$ cat config.mk
export PLATFORM = sky130hd
export DESIGN_NAME = servo_setpoint_ramp
export DESIGN_NICKNAME = d
export VERILOG_FILES = /design/src/rtl/servo_pkg.sv /design/src/rtl/servo_frame_timer.sv /design/src/rtl/servo_setpoint_ramp.sv
export SDC_FILE = /design/constraint.sdc
export NUM_CORES = 1
export LEC_CHECK = 0
export CAP_MARGIN = 20
export CORE_UTILIZATION = 30
export CTS_CLUSTER_DIAMETER = 60
export CTS_CLUSTER_SIZE = 40
export DETAILED_ROUTE_END_ITERATION = 10
export PLACE_DENSITY = 0.52
export SYNTH_ARGS = -nofsm -noshare
export SYNTH_HDL_FRONTEND = slang
export SYNTH_SLANG_ARGS = --single-unit
$ cat constraint.sdc
create_clock -name CLK -period 7.25 [get_ports CLK]
set_input_delay 1.45 -clock CLK [delete_from_list [all_inputs] [get_ports CLK]]
set_output_delay 1.45 -clock CLK [all_outputs]
set_load 0.02 [all_outputs]
$ cat src/rtl/servo_pkg.sv
// Shared types and helpers for the servo setpoint path.
package servo_pkg;

    // state    | meaning
    // ST_IDLE  | servo released, position held, waiting for ENABLE
    // ST_ARM   | drive requested, waiting for a frame boundary
    // ST_RUN   | generator enabled, ramp updates on each frame tick
    // ST_DRAIN | generator released, waiting out the current frame
    typedef enum logic [1:0] {
        ST_IDLE  = 2'd0,
        ST_ARM   = 2'd1,
        ST_RUN   = 2'd2,
        ST_DRAIN = 2'd3
    } servo_state_t;

    localparam int C_FRAME_US_DEF  = 20000;
    localparam int C_PWM_FREQ_DEF  = 100;
    localparam int C_FRAME_CYCLES  = C_FRAME_US_DEF * C_PWM_FREQ_DEF;

    // Counter width able to hold 0..cycles-1; never narrower than one bit.
    function automatic int frame_cnt_width(input int cycles);
        return (cycles > 1) ? $clog2(cycles) : 1;
    endfunction

endpackage

$ cat src/rtl/servo_frame_timer.sv
// Free-running servo frame counter with a registered one-cycle boundary tick.
module servo_frame_timer
    import servo_pkg::*;
#(
    parameter int C_CYCLES = C_FRAME_CYCLES
) (
    input  logic CLK,
    input  logic nRST,
    output logic frame_tick_o
);

    localparam int              W      = frame_cnt_width(C_CYCLES);
    localparam logic [W-1:0]    C_LAST = W'(C_CYCLES - 1);

    logic [W-1:0] cnt_q, cnt_d;
    logic         tick_q, tick_d;

    // Wrap at the last count and flag the boundary for the following cycle.
    always_comb begin
        tick_d = (cnt_q == C_LAST);
        cnt_d  = tick_d ? '0 : cnt_q + W'(1);
    end

    // Counter and tick registers.
    always_ff @(posedge CLK) begin
        if (nRST) begin
            cnt_q  <= '0;
            tick_q <= 1'b0;
        end else begin
            cnt_q  <= cnt_d;
            tick_q <= tick_d;
        end
    end

    assign frame_tick_o = tick_q;

endmodule

$ cat src/rtl/servo_setpoint_ramp.sv
// Accepts position targets and slews the generator command toward them,
// one bounded step per servo frame, changing PWM_IN only at frame boundaries.
//
// state    | meaning
// ST_IDLE  | EN=0, position held; ENABLE=1 -> ST_ARM
// ST_ARM   | EN=0, wait for tick -> ST_RUN; ENABLE=0 -> ST_IDLE
// ST_RUN   | EN=1, ramp active; ENABLE=0 -> ST_DRAIN
// ST_DRAIN | EN=0, at tick -> ST_IDLE (ST_ARM if ENABLE=1)
module servo_setpoint_ramp
    import servo_pkg::*;
#(
    parameter int C_PWM_SIZE   = 8,
    parameter int C_PWM_FREQ   = C_PWM_FREQ_DEF,
    parameter int C_PWM_MAX_IN = 200,
    parameter int C_FRAME_US   = C_FRAME_US_DEF,
    parameter int C_POS_RESET  = 100
) (
    input  logic                  CLK,
    input  logic                  nRST,
    input  logic                  ENABLE,
    input  logic                  TGT_VALID,
    output logic                  TGT_READY,
    input  logic [C_PWM_SIZE-1:0] TGT_POS,
    input  logic [C_PWM_SIZE-1:0] STEP,
    output logic [C_PWM_SIZE-1:0] PWM_IN,
    output logic                  EN,
    output logic                  FRAME_TICK,
    output logic                  AT_TARGET
);

    localparam int                  W     = C_PWM_SIZE;
    localparam logic [W-1:0]        C_MAX = W'(C_PWM_MAX_IN);
    localparam logic [W-1:0]        C_RST = W'(C_POS_RESET);

    servo_state_t   state_q, state_d;
    logic           pend_vld_q, pend_vld_d;
    logic [W-1:0]   pend_pos_q, pend_pos_d;
    logic [W-1:0]   act_q, act_d;
    logic [W-1:0]   pwm_q, pwm_d;

    logic           tick;
    logic           accept;
    logic [W-1:0]   pos_sat;
    logic [W-1:0]   tgt_eff;
    logic [W:0]     sum_up;
    logic signed [W+1:0] diff_dn;

    servo_frame_timer #(
        .C_CYCLES (C_FRAME_US * C_PWM_FREQ)
    ) u_frame_timer (
        .CLK          (CLK),
        .nRST         (nRST),
        .frame_tick_o (tick)
    );

    // Next-state logic for the drive sequencing FSM.
    always_comb begin
        state_d = state_q;
        case (state_q)
            ST_IDLE:  if (ENABLE) state_d = ST_ARM;
            ST_ARM: begin
                if (!ENABLE)   state_d = ST_IDLE;
                else if (tick) state_d = ST_RUN;
            end
            ST_RUN:   if (!ENABLE) state_d = ST_DRAIN;
            ST_DRAIN: if (tick) state_d = ENABLE ? ST_ARM : ST_IDLE;
            default:  state_d = ST_IDLE;
        endcase
    end

    // Handshake slot, target transfer and bounded ramp step on frame ticks.
    always_comb begin
        pos_sat    = (TGT_POS > C_MAX) ? C_MAX : TGT_POS;
        accept     = TGT_VALID & ~pend_vld_q;
        tgt_eff    = (tick && pend_vld_q) ? pend_pos_q : act_q;
        // One extra bit up, two extra bits signed down: no wrap either way.
        sum_up     = {1'b0, pwm_q} + {1'b0, STEP};
        diff_dn    = $signed({2'b00, pwm_q}) - $signed({2'b00, STEP});
        pend_vld_d = pend_vld_q;
        pend_pos_d = pend_pos_q;
        act_d      = act_q;
        pwm_d      = pwm_q;

        if (accept) begin
            pend_vld_d = 1'b1;
            pend_pos_d = pos_sat;
        end else if (tick) begin
            pend_vld_d = 1'b0;
        end

        if (tick) begin
            act_d = tgt_eff;
            if (state_q == ST_RUN) begin
                if (STEP == '0) begin
                    pwm_d = tgt_eff;
                end else if (pwm_q < tgt_eff) begin
                    pwm_d = (sum_up > {1'b0, tgt_eff}) ? tgt_eff : sum_up[W-1:0];
                end else if (pwm_q > tgt_eff) begin
                    pwm_d = (diff_dn < $signed({2'b00, tgt_eff})) ? tgt_eff : diff_dn[W-1:0];
                end
            end
        end
    end

    // State, slot and position registers.
    always_ff @(posedge CLK) begin
        if (nRST) begin
            state_q    <= ST_IDLE;
            pend_vld_q <= 1'b0;
            pend_pos_q <= '0;
            act_q      <= C_RST;
            pwm_q      <= C_RST;
        end else begin
            state_q    <= state_d;
            pend_vld_q <= pend_vld_d;
            pend_pos_q <= pend_pos_d;
            act_q      <= act_d;
            pwm_q      <= pwm_d;
        end
    end

    assign EN         = (state_q == ST_RUN);
    assign TGT_READY  = ~pend_vld_q;
    assign PWM_IN     = pwm_q;
    assign FRAME_TICK = tick;
    assign AT_TARGET  = (pwm_q == act_q);

endmodule

==> impl_metrics.py, run 1 <==
metrics = {
    "global_route": {
        "grt_pass1_vias": 2797,
        "grt_overflow": 0,
        "grt_first_pass_wirelength_um": 13700,
        "grt_usage_pct": 14.7,
        "antenna_found_initial": 0,
        "grt_max_degree": 33,
    },
    "clock_network": {
        "clock-sinks": 49,
        "post_cts_buffers": 0,
        "cts-root-buf": "clkbuf_16",
        "clockBufferDepth": 2,
        "cts_max_level": 2,
        "cts.clk_slew.worst_paths_ns": 0.06,
        "cts-buffers-inserted": 5,
        "cts_resized": 0,
        "clock_latency_ns": 0.28,
        "cts_tree": "done",
        "hold_buffers": 0,
    },
    "final_layout": {
        "final_nets": 496,
        "stdcell_count": 578,
        "nFillCells": 1207,
        "final_util_pct": 36.0,
        "antennaDiodeCount": 0,
        "final_cell_area_um2": 4090,
        "drive_gt1_share_pct": 5.75,
        "area_delta_synth_final_pct": 17.3,
    },
    "worst_setup_path": {
        "cp_max_fo": 10,
        "crit_path_end_kind": "flip-flop",
        "crit_type": "in2reg",
        "required_ns": 7.42,
        "max_stage_delay_ns": 0.55,
        "critPathLaunchType": "input pin",
        "reg2reg_slack_ns": 3.19,
        "crit_slowest_cell": "or4_4",
        "cp.arrival_ns": 5.50,
        "crit_chain": "clkdlybuf4s50_1 > inv_1 > ha_1 > nor2_1 > a2bb2oi_1 > o41ai_1 > or2_2 > xor2_1 > inv_1 > ha_1 > or4_4 > a2111oi_4 > o2bb2ai_2 > nor3_4 > a221oi_1 > a221o_1",
    },
    "route": {
        "drc": 0,
        "vias_per_cell": 5.00,
        "postRouteAntennaNets": 0,
        "vias": 2890,
        "totalWireLength_um": 8470,
        "firstDrtPassIters": 4,
        "drtIter0Drc": 174,
        "wl_per_cell_um": 14.7,
    },
    "synth": {
        "ys_seq_area_share_pct": 28.1,
        "syn_nets": 469,
        "yosys_warnings": 0,
        "yosys.area.top_type": "dfxtp_1",
        "synth-main-ff-cell": "dfxtp_1",
        "synth_top_area_share_pct": 28.1,
        "avgSynthCellArea_um2": 8.58,
        "synth_cell_types": 63,
        "synth_edf_count": 0,
        "netlist_instances": 407,
        "synth_area_um2": 3490,
        "synth.area.top_cells": "dfxtp_1, ha_1, nor2_1, xnor2_1, xor2_1",
        "yosysMostFrequentCell": "nor2_1",
        "synth_common_cells": "nor2_1, dfxtp_1, ha_1, inv_1, a21oi_1",
        "synth-async-reset-ratio_pct": 0,
        "ys_seq_elements": 49,
    },
    "sta": {
        "clock_skew_ns": 0.00333,
        "tns_ns": 0,
        "rsz0062_at_grt": "false",
        "whs_ns": 0.476,
        "setup_viol_count_final": 0,
        "slew_headroom_pct": 56.3,
        "slew_viol_final": 0,
        "fmax_mhz": 188,
        "hold_viol": 0,
        "fin_crit_sh_pct": 73.5,
        "tightest_slew_ns": 0.638,
        "final.min_clock_period_ns": 5.33,
    },
    "placed_design": {
        "dp_cells": 569,
        "portBuffers": 31,
        "place_area_um2": 3930,
        "hpwl_um": 6610,
        "routabilityCongestion": 0.836,
    },
    "power_and_ir_drop": {
        "cellLeakagePower_nw": 1.71,
        "ir_drop_uv": 124,
        "powerDensity_nw_per_um2": 152,
    },
    "die": {
        "die_h_um": 110,
        "core.rowCount": 39,
        "core-area_um2": 11400,
        "dieArea_um2": 12100,
        "num_io_pins": 32,
        "start_util_pct": 30.7,
        "die_w_um": 110,
    },
    "run": {
        "maxCapViolCount": 0,
    },
    "outcome": {
        "status": "finished clean",
    },
    "worst_hold_path": {
        "hold_class": "reg2reg",
    },
}
kinds of logic (layout without fill, tap and decap cells):
kind of cell / count (synthesis) / in the layout / share of synthesized area [%]
and+or+nand+nor: 153 / 153 / 23.3
AOI/OAI and AO/OA: 79 / 79 / 16.7
DFF: 49 / 49 / 28.1
adders and majority gates: 42 / 42 / 15.5
buffers and inverters: 38 / 66 / 4.48
xor gates and xnor gates: 36 / 36 / 9.03
muxes: 10 / 10 / 2.87
area by class of cell:
type                            count  area (um2)  area share (%)
Multi-Input combinational cell    320        2350            57.5
Inverter                           25        93.8            2.29
Timing Repair Buffer               33         325            7.95
Clock inverter                      1        8.76           0.214
Sequential cell                    49         981            24.0
Tap cell                          143         179            4.37
Clock buffer                        7         153            3.73
worst max-delay path, delay by kind of cell:
kind,cells,cell delay (ns)
xor gates and xnor gates,1,0.22
buffers and inverters,3,0.65
AOI/OAI and AO/OA,6,1.25
and+or+nand+nor,4,1.25
adders and majority gates,2,0.66
registers in the layout, indices dropped and copies added, names as in the netlist, named ones only:
name	flops
act_q	8
u_frame_timer.frame_tick_o	1
state_q	1
pend_vld_q	1
PWM_IN	8
pend_pos_q	8
u_frame_timer.cnt_q	21
metal layers:
layer	track usage [%]	vias up	wire (um)
met5	0	-	0
met4	4.48	0	152
met3	1.78	10	205
met2	23.8	40	3770
met1	20.3	1337	4340
li1	-	1503	-
cell usage in the layout, fill, tap and decap left out, drive strengths merged, types with 5 or more instances in the layout:
cell,n
or3,9
nand2,21
ha,40
nand4,9
inv,26
clkdlybuf4s50,31
xor2,18
nor2b,8
a21oi,24
mux2i,10
and3,6
dfxtp,49
a221oi,5
nand3,11
clkbuf,7
nor2,51
nand2b,8
xnor2,18
a22oi,6
o21ai,10
nor3,5
or2,7
where the power goes:
| part | switching (mW) | leakage (nW) | total, mW | internal, mW |
|---|---|---|---|---|
| Combinational | 0.0534 | 1.24 | 0.0957 | 0.0423 |
| Sequential | 0.00398 | 0.397 | 0.278 | 0.274 |
| Clock | 0.101 | 0.0805 | 0.249 | 0.148 |
per-stage QoR:
step / power, mW / setup WS, ns
after floorplan: 0.349 / 2.59
after global placement: 0.377 / 1.68
after detailed placement: 0.379 / 1.58
after CTS: 0.632 / 1.89
after global routing: 0.655 / 1.69
final: 0.623 / 1.92
worst paths after layout:
kind	start	end	cells after the start
max	STEP[4]	PWM_IN[5]$_SDFFE_PP1P_	16
min reg2reg	pend_pos_q[3]$_SDFFE_PP0P_	pend_pos_q[3]$_SDFFE_PP0P_	2
min	pend_pos_q[3]$_SDFFE_PP0P_	pend_pos_q[3]$_SDFFE_PP0P_	2
max reg2reg	PWM_IN[2]$_SDFFE_PP1P_	PWM_IN[5]$_SDFFE_PP1P_	12
Power figures use the tool's default switching activity.
==> run 2: changes to the inputs <==
- PLACE_DENSITY: 0.52 -> 0.54
- clock period: 7.25 -> 4.35 ns (I/O delays scaled with it)
==> run 2 against run 1 <==
Compared with the run above:
- combinational power is 130% higher
- cell area increased by 14%
- sequential share of layout area down 3.0 points
- register-to-register slack got worse by 2.7 ns
- clock skew grew 0.0025 ns
- die area did not move
- critical path depth did not move
- via count up 9.4%
- critical path type unchanged
- highest routed layer unchanged
==> impl_metrics.py, run 2 (synthesis results as in run 1) <==
metrics = {
    "outcome": {
        "status": "finished clean",
    },
    "worst_setup_path": {
        "crit_type": "in2reg",
        "crit_chain": "clkdlybuf4s50_1 > buf_4 > ha_1 > inv_1 > a2bb2oi_2 > o41ai_2 > or2_2 > xor2_2 > inv_1 > ha_1 > or4_4 > a2111oi_4 > o2bb2ai_2 > nor3_4 > a221oi_1 > a221o_1",
        "crit_slowest_cell": "or4_4",
        "critPathLaunchType": "input pin",
        "crit_path_end_kind": "flip-flop",
        "required_ns": 4.53,
        "crit_family": "simple AND/OR/NAND/NOR gates",
        "cp_max_fo": 5,
        "cp.arrival_ns": 4.40,
        "max_stage_delay_ns": 0.55,
        "critPathBufInv": 4,
    },
    "route": {
        "postRouteAntennaNets": 0,
        "firstDrtPassIters": 4,
        "drc": 0,
        "drtIter0Drc": 112,
        "vias": 3163,
        "wl_per_cell_um": 14.6,
        "totalWireLength_um": 9220,
        "vias_per_cell": 5.02,
    },
    "sta": {
        "fin_crit_sh_pct": 97.1,
        "tns_ns": 0,
        "clock_skew_ns": 0.00580,
        "final.min_clock_period_ns": 4.22,
        "slew_headroom_pct": 45.8,
        "tightest_slew_ns": 0.791,
        "setup_viol_count_final": 0,
        "hold_viol": 0,
        "fmax_mhz": 237,
        "slew_viol_final": 0,
    },
    "power_and_ir_drop": {
        "powerDensity_nw_per_um2": 235,
        "ir_drop_uv": 209,
        "cellLeakagePower_nw": 2.03,
    },
    "die": {
        "start_util_pct": 30.7,
        "die_w_um": 110,
        "core-area_um2": 11400,
        "die_h_um": 110,
        "num_io_pins": 32,
        "dieArea_um2": 12100,
        "core.rowCount": 39,
    },
    "clock_network": {
        "cts.clk_slew.worst_paths_ns": 0.07,
        "cts-root-buf": "clkbuf_16",
        "hold_buffers": 0,
        "cts_max_level": 2,
        "cts_tree": "done",
        "cts-buffers-inserted": 5,
        "clock_latency_ns": 0.29,
        "clockBufferDepth": 2,
        "clock-sinks": 49,
    },
    "final_layout": {
        "final_nets": 548,
        "stdcell_count": 630,
        "largest_reg_flops": 21,
        "multiInputGateArea_um2": 2540,
        "largest_register": "u_frame_timer.cnt_q",
        "regArea_um2": 981,
        "final_cell_area_um2": 4680,
        "antennaDiodeCount": 0,
        "area_delta_synth_final_pct": 34.0,
        "nFillCells": 1165,
        "drive_gt1_share_pct": 20.1,
        "final_util_pct": 41.1,
        "layout_common_cells": "nor2_1, buf_4, dfxtp_1",
    },
    "placed_design": {
        "routabilityCongestion": 0.849,
        "place_area_um2": 4260,
        "hpwl_um": 7060,
        "dp_cells": 614,
        "portBuffers": 31,
    },
    "global_route": {
        "grt_overflow": 0,
        "grt_max_degree": 21,
        "grt_first_pass_wirelength_um": 15000,
        "antenna_found_initial": 0,
        "grt_pass1_vias": 3122,
        "grt_usage_pct": 15.9,
    },
    "worst_hold_path": {
        "hold_class": "reg2reg",
    },
    "run": {
        "maxCapViolCount": 0,
    },
}
==> run 2: path summary, 6_finish.rpt <==
| kind | startpoint | slack [ns] | to | cells after the start |
|---|---|---|---|---|
| setup / recovery | STEP[3] | 0.13 | PWM_IN[2]$_SDFFE_PP1P_ | 16 |
| hold / removal | pend_pos_q[3]$_SDFFE_PP0P_ | 0.47 | pend_pos_q[3]$_SDFFE_PP0P_ | 2 |
| setup reg to reg | PWM_IN[1]$_SDFFE_PP0P_ | 0.51 | PWM_IN[5]$_SDFFE_PP1P_ | 15 |
| hold reg to reg | pend_pos_q[3]$_SDFFE_PP0P_ | 0.47 | pend_pos_q[3]$_SDFFE_PP0P_ | 2 |
==> run 2: worst reg2reg max path: stages, from the launching register on <==
cell,delay (ns)
dfxtp_1,0.58
ha_1,0.32
nor2b_1,0.14
o2111ai_1,0.19
nand3_1,0.15
o41ai_2,0.38
xor2_1,0.22
inv_1,0.10
ha_4,0.25
nand3_2,0.08
a21oi_1,0.06
a211oi_2,0.23
a21oi_2,0.11
and3_4,0.21
or3b_1,0.36
a221o_1,0.32
==> run 2: layout make-up <==
cell class                      instances  area share (%)
Multi-Input combinational cell        321            54.4
Sequential cell                        49            21.0
Timing Repair Buffer                   84            15.4
Tap cell                              143            3.83
Clock buffer                            7            3.26
Inverter                               25            2.01
Clock inverter                          1           0.187
==> run 2: power by group <==
group          internal [mW]  total, mW  leakage [nW]  switching (mW)
Sequential             0.457      0.463         0.397         0.00641
Clock                  0.247      0.413        0.0805           0.167
Combinational          0.115      0.223          1.56           0.107
==> run 2: metrics by stage <==
step	total power, mW	hold WS [ns]	setup WS (ns)
floorplan	0.581	0.442	0.270
global placement	0.662	0.462	-0.313
detailed placement	0.666	0.471	-0.380
CTS	1.09	0.481	0.00198
global route	1.16	0.507	-0.0775
finish	1.10	0.473	0.125
==> run 2: metal layers <==
| metal | wire, um | part of all wire (%) | vias to the layer above | GRT usage [%] |
|---|---|---|---|---|
| met5 | 0 | 0 | - | 0 |
| met4 | 141 | 1.5 | 0 | 4.76 |
| met3 | 331 | 3.6 | 10 | 2.07 |
| met2 | 4180 | 45 | 57 | 26.5 |
| met1 | 4560 | 50 | 1487 | 21.2 |
| li1 | - | - | 1609 | - |
==> run 2: repair_timing <==
| item | CTS | global route |
|---|---|---|
| setup buffers | 2 | 4 |
| cloned | 0 | 1 |
| pin swaps | 4 | 21 |
| resized for setup | 7 | 23 |
| endpoints found under the setup margin | 5 | 8 |
